<file path="src/rtl/sdram_ctrl_if_gen_if.sv">
// Host/SDRAM-FSM side signal bundle for the SDRAM control interface block.
// The master modport is the environment (host + SDRAM command FSM); the
// slave modport is the sdram_ctrl_if_gen block itself.
interface sdram_ctrl_if_gen_if #(
  parameter int ASIZE = 23,
  parameter int DW    = 4
);
  // Host command port and SDRAM FSM feedback
  logic [2:0]       CMD;
  logic [ASIZE-1:0] ADDR;
  logic             CM_ACK;
  logic             REF_ACK;

  // Registered command decode
  logic             NOP;
  logic             READA;
  logic             WRITEA;
  logic [ASIZE-1:0] SADDR;
  logic             CMD_ACK;

  // Power-up sequence
  logic             INIT_REQ;
  logic             INIT_PRECHARGE;
  logic             INIT_REFRESH;
  logic             INIT_LOAD_MODE;
  logic             INIT_DONE;

  // Periodic refresh scheduling
  logic             REF_REQ;
  logic             REF_URGENT;
  logic [DW-1:0]    REF_DEBT;
  logic             REF_OVF;

  modport master (
    output CMD, ADDR, CM_ACK, REF_ACK,
    input  NOP, READA, WRITEA, SADDR, CMD_ACK,
    input  INIT_REQ, INIT_PRECHARGE, INIT_REFRESH, INIT_LOAD_MODE, INIT_DONE,
    input  REF_REQ, REF_URGENT, REF_DEBT, REF_OVF
  );

  modport slave (
    input  CMD, ADDR, CM_ACK, REF_ACK,
    output NOP, READA, WRITEA, SADDR, CMD_ACK,
    output INIT_REQ, INIT_PRECHARGE, INIT_REFRESH, INIT_LOAD_MODE, INIT_DONE,
    output REF_REQ, REF_URGENT, REF_DEBT, REF_OVF
  );
endinterface

</file>
<file path="src/rtl/sdram_ctrl_if_gen.sv">
// SDRAM control interface: registers and decodes host commands, sequences
// the power-up commands (wait, PRECHARGE, N x REFRESH, LOAD_MODE) from one
// cycle counter, and schedules periodic refresh with a saturating debt
// counter, an urgency flag and a sticky overflow flag. Reads and writes are
// gated off until the power-up sequence has completed.
module sdram_ctrl_if_gen #(
  parameter int ASIZE          = 23,
  parameter int INIT_PER       = 24000,
  parameter int INIT_STEP      = 20,
  parameter int INIT_REFRESHES = 8,
  parameter int REF_PER        = 1024,
  parameter int MAX_DEBT       = 8,
  parameter int URGENT_THR     = 4,
  parameter int DW             = $clog2(MAX_DEBT + 1)
) (
  input  logic             CLK,
  input  logic             RESET,
  sdram_ctrl_if_gen_if.slave bus
);

  // Cycle (after reset release) of each init command
  localparam int PRE_CYCLE = INIT_PER + INIT_STEP;
  localparam int LMR_CYCLE = INIT_PER + (INIT_REFRESHES + 2) * INIT_STEP;
  // Counter must reach LMR_CYCLE
  localparam int CW        = $clog2(LMR_CYCLE + 1);
  // Refresh index must reach INIT_REFRESHES (all issued)
  localparam int KW        = $clog2(INIT_REFRESHES + 1);
  localparam int TW        = $clog2(REF_PER);

  typedef enum logic [2:0] {
    S_WAIT,  // power-up wait, PRECHARGE not yet issued
    S_PRE,   // PRECHARGE issued, waiting for first REFRESH
    S_REF,   // issuing the init REFRESH commands, then LOAD_MODE
    S_LMR,   // LOAD_MODE issued this cycle
    S_DONE   // sequence complete, counter frozen
  } init_state_t;

  // ---------------------------------------------------------------------
  // Command decode registers
  // ---------------------------------------------------------------------
  logic [ASIZE-1:0] saddr_q;
  logic             nop_q;
  logic             reada_q;
  logic             writea_q;
  logic             cmd_ack_q;

  // ---------------------------------------------------------------------
  // Init sequencer registers
  // ---------------------------------------------------------------------
  init_state_t      state_q;
  logic [CW-1:0]    cnt_q;
  logic [CW-1:0]    cnt_nxt;
  logic [KW-1:0]    ref_k_q;
  logic             init_req_q;
  logic             init_pre_q;
  logic             init_ref_q;
  logic             init_lmr_q;
  logic             init_done_q;

  // ---------------------------------------------------------------------
  // Refresh scheduler registers
  // ---------------------------------------------------------------------
  logic [TW-1:0]    timer_q;
  logic             tick;
  logic             ref_ack_ok;
  logic [DW-1:0]    debt_q;
  logic [DW-1:0]    debt_nxt;
  logic             ovf_set;
  logic             ovf_q;

  // Cycle at which the k-th init REFRESH is issued
  function automatic logic [CW-1:0] ref_cycle(input logic [KW-1:0] k);
    return CW'(INIT_PER + (int'(k) + 2) * INIT_STEP);
  endfunction

  assign cnt_nxt = cnt_q + CW'(1);

  // Register the host address and decode the command; reads and writes are
  // suppressed until init is done, CMD_ACK toggles while CM_ACK is held.
  always_ff @(posedge CLK or posedge RESET) begin
    // NOTE: sequential state uses non-blocking assignments so every register
    // samples pre-edge values regardless of statement order.
    if (RESET) begin
      saddr_q   <= '0;
      nop_q     <= 1'b0;
      reada_q   <= 1'b0;
      writea_q  <= 1'b0;
      cmd_ack_q <= 1'b0;
    end else begin
      saddr_q   <= bus.ADDR;
      nop_q     <= (bus.CMD == 3'b000);
      reada_q   <= (bus.CMD == 3'b001) && init_done_q;
      writea_q  <= (bus.CMD == 3'b010) && init_done_q;
      cmd_ack_q <= bus.CM_ACK && !cmd_ack_q;
    end
  end

  // Power-up sequencer: one free-running counter compared against the
  // absolute cycle of each command; outputs are registered one-cycle pulses.
  always_ff @(posedge CLK or posedge RESET) begin
    if (RESET) begin
      state_q     <= S_WAIT;
      cnt_q       <= '0;
      ref_k_q     <= '0;
      init_req_q  <= 1'b1;
      init_pre_q  <= 1'b0;
      init_ref_q  <= 1'b0;
      init_lmr_q  <= 1'b0;
      init_done_q <= 1'b0;
    end else begin
      init_pre_q <= 1'b0;
      init_ref_q <= 1'b0;
      init_lmr_q <= 1'b0;
      unique case (state_q)
        S_WAIT: begin
          cnt_q      <= cnt_nxt;
          init_req_q <= (cnt_nxt < CW'(INIT_PER));
          if (cnt_nxt == CW'(PRE_CYCLE)) begin
            init_pre_q <= 1'b1;
            state_q    <= S_PRE;
          end
        end
        S_PRE: begin
          cnt_q <= cnt_nxt;
          if (cnt_nxt == ref_cycle('0)) begin
            init_ref_q <= 1'b1;
            ref_k_q    <= KW'(1);
            state_q    <= S_REF;
          end
        end
        S_REF: begin
          cnt_q <= cnt_nxt;
          if (ref_k_q == KW'(INIT_REFRESHES)) begin
            if (cnt_nxt == CW'(LMR_CYCLE)) begin
              init_lmr_q <= 1'b1;
              state_q    <= S_LMR;
            end
          end else if (cnt_nxt == ref_cycle(ref_k_q)) begin
            init_ref_q <= 1'b1;
            ref_k_q    <= ref_k_q + KW'(1);
          end
        end
        S_LMR: begin
          init_done_q <= 1'b1;
          state_q     <= S_DONE;
        end
        S_DONE: begin
          state_q <= S_DONE;
        end
        default: begin
          state_q <= S_WAIT;
        end
      endcase
    end
  end

  // A tick is the last cycle of a refresh interval; acks count only once
  // the power-up sequence is complete.
  assign tick       = init_done_q && (timer_q == '0);
  assign ref_ack_ok = bus.REF_ACK && init_done_q;

  // Refresh interval timer: parked at full count until init completes.
  always_ff @(posedge CLK or posedge RESET) begin
    if (RESET) begin
      timer_q <= TW'(REF_PER - 1);
    end else if (init_done_q) begin
      timer_q <= tick ? TW'(REF_PER - 1) : timer_q - TW'(1);
    end
  end

  // Next refresh debt: a tick adds one, an ack removes one, both cancel;
  // a tick at saturation is lost and flags overflow.
  always_comb begin
    // NOTE: defaults first so every path assigns every output and no latch
    // is inferred.
    debt_nxt = debt_q;
    ovf_set  = 1'b0;
    if (tick && !ref_ack_ok) begin
      if (debt_q == DW'(MAX_DEBT)) begin
        ovf_set = 1'b1;
      end else begin
        debt_nxt = debt_q + DW'(1);
      end
    end else if (ref_ack_ok && !tick && (debt_q != '0)) begin
      debt_nxt = debt_q - DW'(1);
    end
  end

  // Debt register and sticky overflow flag.
  always_ff @(posedge CLK or posedge RESET) begin
    if (RESET) begin
      debt_q <= '0;
      ovf_q  <= 1'b0;
    end else begin
      debt_q <= debt_nxt;
      if (ovf_set) begin
        ovf_q <= 1'b1;
      end
    end
  end

  // All outputs come straight from registers (request flags decode the
  // debt register only).
  assign bus.NOP            = nop_q;
  assign bus.READA          = reada_q;
  assign bus.WRITEA         = writea_q;
  assign bus.SADDR          = saddr_q;
  assign bus.CMD_ACK        = cmd_ack_q;
  assign bus.INIT_REQ       = init_req_q;
  assign bus.INIT_PRECHARGE = init_pre_q;
  assign bus.INIT_REFRESH   = init_ref_q;
  assign bus.INIT_LOAD_MODE = init_lmr_q;
  assign bus.INIT_DONE      = init_done_q;
  assign bus.REF_REQ        = (debt_q != '0);
  assign bus.REF_URGENT     = (debt_q >= DW'(URGENT_THR));
  assign bus.REF_DEBT       = debt_q;
  assign bus.REF_OVF        = ovf_q;

endmodule

</file>
<file path="src/flat_wrapper.sv">
// flat-port wrapper written by rule: the top's interface ports become plain ports
module sdram_ctrl_if_gen_flat 
#(
  parameter int ASIZE          = 23,
  parameter int INIT_PER       = 24000,
  parameter int INIT_STEP      = 20,
  parameter int INIT_REFRESHES = 8,
  parameter int REF_PER        = 1024,
  parameter int MAX_DEBT       = 8,
  parameter int URGENT_THR     = 4,
  parameter int DW             = $clog2(MAX_DEBT + 1)
)
  (CLK, RESET, bus_CMD, bus_ADDR, bus_CM_ACK, bus_REF_ACK, bus_NOP, bus_READA, bus_WRITEA, bus_SADDR, bus_CMD_ACK, bus_INIT_REQ, bus_INIT_PRECHARGE, bus_INIT_REFRESH, bus_INIT_LOAD_MODE, bus_INIT_DONE, bus_REF_REQ, bus_REF_URGENT, bus_REF_DEBT, bus_REF_OVF);
  sdram_ctrl_if_gen_if #(.ASIZE(ASIZE), .DW(DW)) bus_i ();
  input  logic CLK;
  input  logic RESET;
  input wire logic [$bits(bus_i.CMD)-1:0] bus_CMD;
  input wire logic [$bits(bus_i.ADDR)-1:0] bus_ADDR;
  input wire logic [$bits(bus_i.CM_ACK)-1:0] bus_CM_ACK;
  input wire logic [$bits(bus_i.REF_ACK)-1:0] bus_REF_ACK;
  output wire logic [$bits(bus_i.NOP)-1:0] bus_NOP;
  output wire logic [$bits(bus_i.READA)-1:0] bus_READA;
  output wire logic [$bits(bus_i.WRITEA)-1:0] bus_WRITEA;
  output wire logic [$bits(bus_i.SADDR)-1:0] bus_SADDR;
  output wire logic [$bits(bus_i.CMD_ACK)-1:0] bus_CMD_ACK;
  output wire logic [$bits(bus_i.INIT_REQ)-1:0] bus_INIT_REQ;
  output wire logic [$bits(bus_i.INIT_PRECHARGE)-1:0] bus_INIT_PRECHARGE;
  output wire logic [$bits(bus_i.INIT_REFRESH)-1:0] bus_INIT_REFRESH;
  output wire logic [$bits(bus_i.INIT_LOAD_MODE)-1:0] bus_INIT_LOAD_MODE;
  output wire logic [$bits(bus_i.INIT_DONE)-1:0] bus_INIT_DONE;
  output wire logic [$bits(bus_i.REF_REQ)-1:0] bus_REF_REQ;
  output wire logic [$bits(bus_i.REF_URGENT)-1:0] bus_REF_URGENT;
  output wire logic [$bits(bus_i.REF_DEBT)-1:0] bus_REF_DEBT;
  output wire logic [$bits(bus_i.REF_OVF)-1:0] bus_REF_OVF;
  assign bus_i.CMD = bus_CMD;
  assign bus_i.ADDR = bus_ADDR;
  assign bus_i.CM_ACK = bus_CM_ACK;
  assign bus_i.REF_ACK = bus_REF_ACK;
  assign bus_NOP = bus_i.NOP;
  assign bus_READA = bus_i.READA;
  assign bus_WRITEA = bus_i.WRITEA;
  assign bus_SADDR = bus_i.SADDR;
  assign bus_CMD_ACK = bus_i.CMD_ACK;
  assign bus_INIT_REQ = bus_i.INIT_REQ;
  assign bus_INIT_PRECHARGE = bus_i.INIT_PRECHARGE;
  assign bus_INIT_REFRESH = bus_i.INIT_REFRESH;
  assign bus_INIT_LOAD_MODE = bus_i.INIT_LOAD_MODE;
  assign bus_INIT_DONE = bus_i.INIT_DONE;
  assign bus_REF_REQ = bus_i.REF_REQ;
  assign bus_REF_URGENT = bus_i.REF_URGENT;
  assign bus_REF_DEBT = bus_i.REF_DEBT;
  assign bus_REF_OVF = bus_i.REF_OVF;
  sdram_ctrl_if_gen #(.ASIZE(ASIZE), .INIT_PER(INIT_PER), .INIT_STEP(INIT_STEP), .INIT_REFRESHES(INIT_REFRESHES), .REF_PER(REF_PER), .MAX_DEBT(MAX_DEBT), .URGENT_THR(URGENT_THR), .DW(DW)) u_core (.CLK(CLK), .RESET(RESET), .bus(bus_i));
endmodule
</file>
<file path="config.mk">
export PLATFORM = sky130hd
export DESIGN_NAME = sdram_ctrl_if_gen_flat
export DESIGN_NICKNAME = d
export VERILOG_FILES = /design/src/rtl/sdram_ctrl_if_gen_if.sv /design/src/rtl/sdram_ctrl_if_gen.sv /design/src/flat_wrapper.sv
export SDC_FILE = /design/constraint.sdc
export NUM_CORES = 1
export LEC_CHECK = 0
export CAP_MARGIN = 20
export CORE_MARGIN = 3
export CORE_UTILIZATION = 30
export DETAILED_ROUTE_END_ITERATION = 12
export DONT_BUFFER_PORTS = 1
export GPL_TIMING_DRIVEN = 0
export PLACE_DENSITY = 0.43
export SYNTH_ARGS = -nofsm -noshare
export SYNTH_HDL_FRONTEND = slang
export SYNTH_SLANG_ARGS = --single-unit
</file>
<file path="constraint.sdc">
create_clock -name CLK -period 10.73 [get_ports CLK]
set_clock_uncertainty 0.15 [all_clocks]
set_input_delay 1.6095 -clock CLK [delete_from_list [all_inputs] [get_ports CLK]]
set_output_delay 1.6095 -clock CLK [all_outputs]
set_load 0.03 [all_outputs]
</file>
==> out/results.ini <==
[power_and_ir_drop]
finalPower_uw = 564
p_sw_share_pct = 23.8
power.share.clock_pct = 48.3
max-vdd-ir-drop_mv = 0.0497
seqPwrFrac_pct = 49.9
power_leakage_nw = 1.71
cellPowerDensity_nw_per_um2 = 134
p_comb_share_pct = 1.8
p_switching_uw = 134
intPower_uw = 430

[die]
die_width_um = 118
die_area_um2 = 13800
start_util_pct = 30.8
core_um2 = 12100
io_pins = 69
die_y_um = 118
rows = 40

[clock_tree]
clk_pin_slew_ns = 0.06
clock_latency_ns = 0.33
post_cts_buffers = 0
cts_buffers = 9
ctsResizeCount = 0
clk_path_buf_depth = 2
tritoncts = built
clock-sinks = 69
cts_root_buffer = clkbuf_16
htree_levels = 3
cts-hold-fix-buffers = 0

[timing]
worst_slew_pin_slew_ns = 0.855
hold_ws_ns = 0.332
maxSlewHeadroom_pct = 43.0
fin_ws_ns = 6.33
slew_viol_final = 0
fmax_mhz = 227
grt_setup_unrepaired = false
fin_crit_sh_pct = 41.0
finalHoldViolCount = 0
setup_viol = 0
finalCriticalPeriod_ns = 4.40
final.setup.tns_ns = 0

[synth]
ys_types = 60
synth_flop_cell = dfrtp_1
mappedNetlistNets = 405
yosysSeqAreaShare_pct = 46.6
synthCells = 357
synth_warnings = 0
syn_area_um2 = 3730
async_flop_share_pct = 100
synth_edf_count = 0
synth_seq_cells = 69
syn_avg_cell_area_um2 = 10.5

[final_layout]
multi_input_area_um2 = 1860
drive_above_1_share_pct = 13.1
finalNonFillerCells = 541
num_antenna_cells = 0
fill_cells = 1264
area_delta_synth_final_pct = 13.1
register_area_um2 = 1740
stdcell_area_um2 = 4230
final_core_utilization_pct = 34.9
nNetsFinal = 416

[global_route]
grt_use_total_pct = 12.7
antenna_found_initial = 0
grt_pass1_vias = 2637
grt_overflow = 0
grt_max_degree = 70
grt_pass1_wl_um = 14100

[route]
vias_per_cell = 5.03
drc = 0
wl_per_cell_um = 15.6
via_count = 2720
postRouteAntennaNets = 0
drt_wl_total_um = 8430
first_iter_violations = 163
dr.pass1.iters = 4

[place]
place_area_um2 = 3950
gp_congestion = 0.813
port-buffer-count = 0
dp_hpwl_um = 6180
dpl_worst_slack_ns = 6.31
place_inst = 525

[flow_run]
max_cap_viol_count = 0

[worst_setup_path]
worstSetupPathType = reg -> reg
crit_top_cell = ha_1
crit_slowest_cell = or4b_1
path_max_fanout = 7
cp_slowest_stage_delay_ns = 0.54
critPathCaptureType = register
crit_arrival_ns = 4.51
cp-start-kind = register
crit_path_cell_trace = ha_1 > xor2_1 > ha_1 > ha_1 > inv_1 > fa_1 > ha_1 > xnor2_1 > nor3_1 > or4b_1 > o31ai_1 > nand4_2 > nor3_1 > mux2i_1
critPathRequiredTime_ns = 10.84

[min_path]
hp-class = reg -> reg

[status]
status = finished, final reports clean

synthesized netlist by cell type, drive strengths merged, types with 9 or more instances:
master,count,area [um^2]
dfstp,11,289
o21ai,10,50.1
nor4,9,83.8
nor2,16,60.1
ha,16,200
clkbuf,10,37.5
xnor2,27,236
inv,17,63.8
nand3,12,60.1
xor2,15,131
a21oi,15,75.1
dfrtp,58,1450
nand4,13,103
nand2,25,93.8
nor3,15,75.1
worst paths after layout:
| path | endpoint | startpoint | slack (ns) | cells after the start |
|---|---|---|---|---|
| worst min-delay path | u_core.timer_q[4] | u_core.timer_q[4] | 0.33 | 2 |
| worst max-delay path | u_core.ref_k_q[1] | u_core.ref_k_q[1] | 6.33 | 14 |
| worst min register to register | u_core.timer_q[4] | u_core.timer_q[4] | 0.33 | 2 |
| max in group asynchronous | u_core.bus.READA | RESET | 8.70 | 1 |
| min in group asynchronous | u_core.bus.SADDR[17] | RESET | 1.17 | 1 |
| worst max register to register | u_core.ref_k_q[1] | u_core.ref_k_q[1] | 6.33 | 14 |
per-layer routing:
| metal | global-route usage [%] | routed length, um |
|---|---|---|
| met5 | 0 | 0 |
| met4 | 4.40 | 102 |
| met3 | 4.18 | 543 |
| met2 | 20.1 | 3930 |
| met1 | 16.4 | 3850 |
sequential cells by signal, indices dropped and copies added, names as in the netlist:
signal and cells:
u_core.bus.REF_OVF 1, u_core.bus.CMD_ACK 1, u_core.bus.READA 1, u_core.bus.WRITEA 1, u_core.bus.REF_DEBT 4, u_core.bus.INIT_REFRESH 1, u_core.bus.INIT_LOAD_MODE 1, u_core.bus.INIT_DONE 1
u_core.bus.INIT_REQ 1, u_core.bus.NOP 1, u_core.bus.SADDR 23, u_core.ref_k_q 4, u_core.cnt_q 15, u_core.bus.INIT_PRECHARGE 1, u_core.state_q 3, u_core.timer_q 10
worst max-delay path: cells and delay by family, from the launching register on:
family,cells,cell delay [ns]
flip-flops,1,0.46
adder cells (fa/ha/maj),5,1.59
AO/OA/AOI/OAI,1,0.11
XOR/XNOR,2,0.46
buffers and inverters,1,0.07
AND/OR/NAND/NOR,4,1.25
multiplexers,1,0.23
layout make-up:
class	instances	share of cell area, %
buffer	15	1.75
clock buffer	10	5.66
tap	168	4.97
multi-input combinational	256	43.9
inverter	17	1.57
clock inverter	6	0.918
sequential	69	41.2
power by group through the flow:
| stage | logic, mW | registers, mW | clock network, mW |
|---|---|---|---|
| finish | 0.0102 | 0.281 | 0.273 |
| global placement | 0.0107 | 0.286 | 0 |
| detailed placement | 0.0108 | 0.286 | 0 |
| global route | 0.0122 | 0.282 | 0.295 |
| floorplan | 0.00859 | 0.285 | 0 |
| CTS | 0.0109 | 0.281 | 0.284 |
cell families (layout without fill, tap and decap cells):
| kind of cell | Yosys count | count (layout) | synth area share, % |
|---|---|---|---|
| AOI/OAI and AO/OA | 54 | 54 | 9.68 |
| xor gates and xnor gates | 43 | 43 | 10.5 |
| adders and majority gates | 19 | 19 | 6.70 |
| buffers and inverters | 32 | 48 | 3.69 |
| DFF | 69 | 69 | 46.6 |
| muxes | 5 | 5 | 1.41 |
| and+or+nand+nor | 135 | 135 | 21.5 |
placed cells by master, fill, tap and decap left out, types with 3 or more instances in the layout:
master / synthesis / routed
mux2i_1: 3 / 3
a21oi_1: 15 / 15
a21o_1: 4 / 4
or3_1: 3 / 3
nand2_1: 25 / 25
dfrtp_1: 58 / 58
clkbuf_16: 0 / 9
xor2_1: 15 / 15
inv_1: 17 / 16
clkbuf_1: 10 / 10
nand3b_1: 3 / 3
dfstp_2: 11 / 11
nand2b_1: 4 / 4
or2_2: 5 / 5
and3_1: 7 / 7
nand4b_1: 4 / 4
clkinv_2: 0 / 3
nand4_1: 11 / 11
nor2b_1: 4 / 4
o31ai_1: 5 / 5
nor3_1: 15 / 15
ha_1: 16 / 16
nand3_1: 12 / 12
nor2_1: 16 / 16
a31oi_1: 4 / 4
xnor2_1: 27 / 27
nor4_1: 6 / 6
o21ai_0: 8 / 8
No activity file was read; power rests on OpenSTA's default activity.
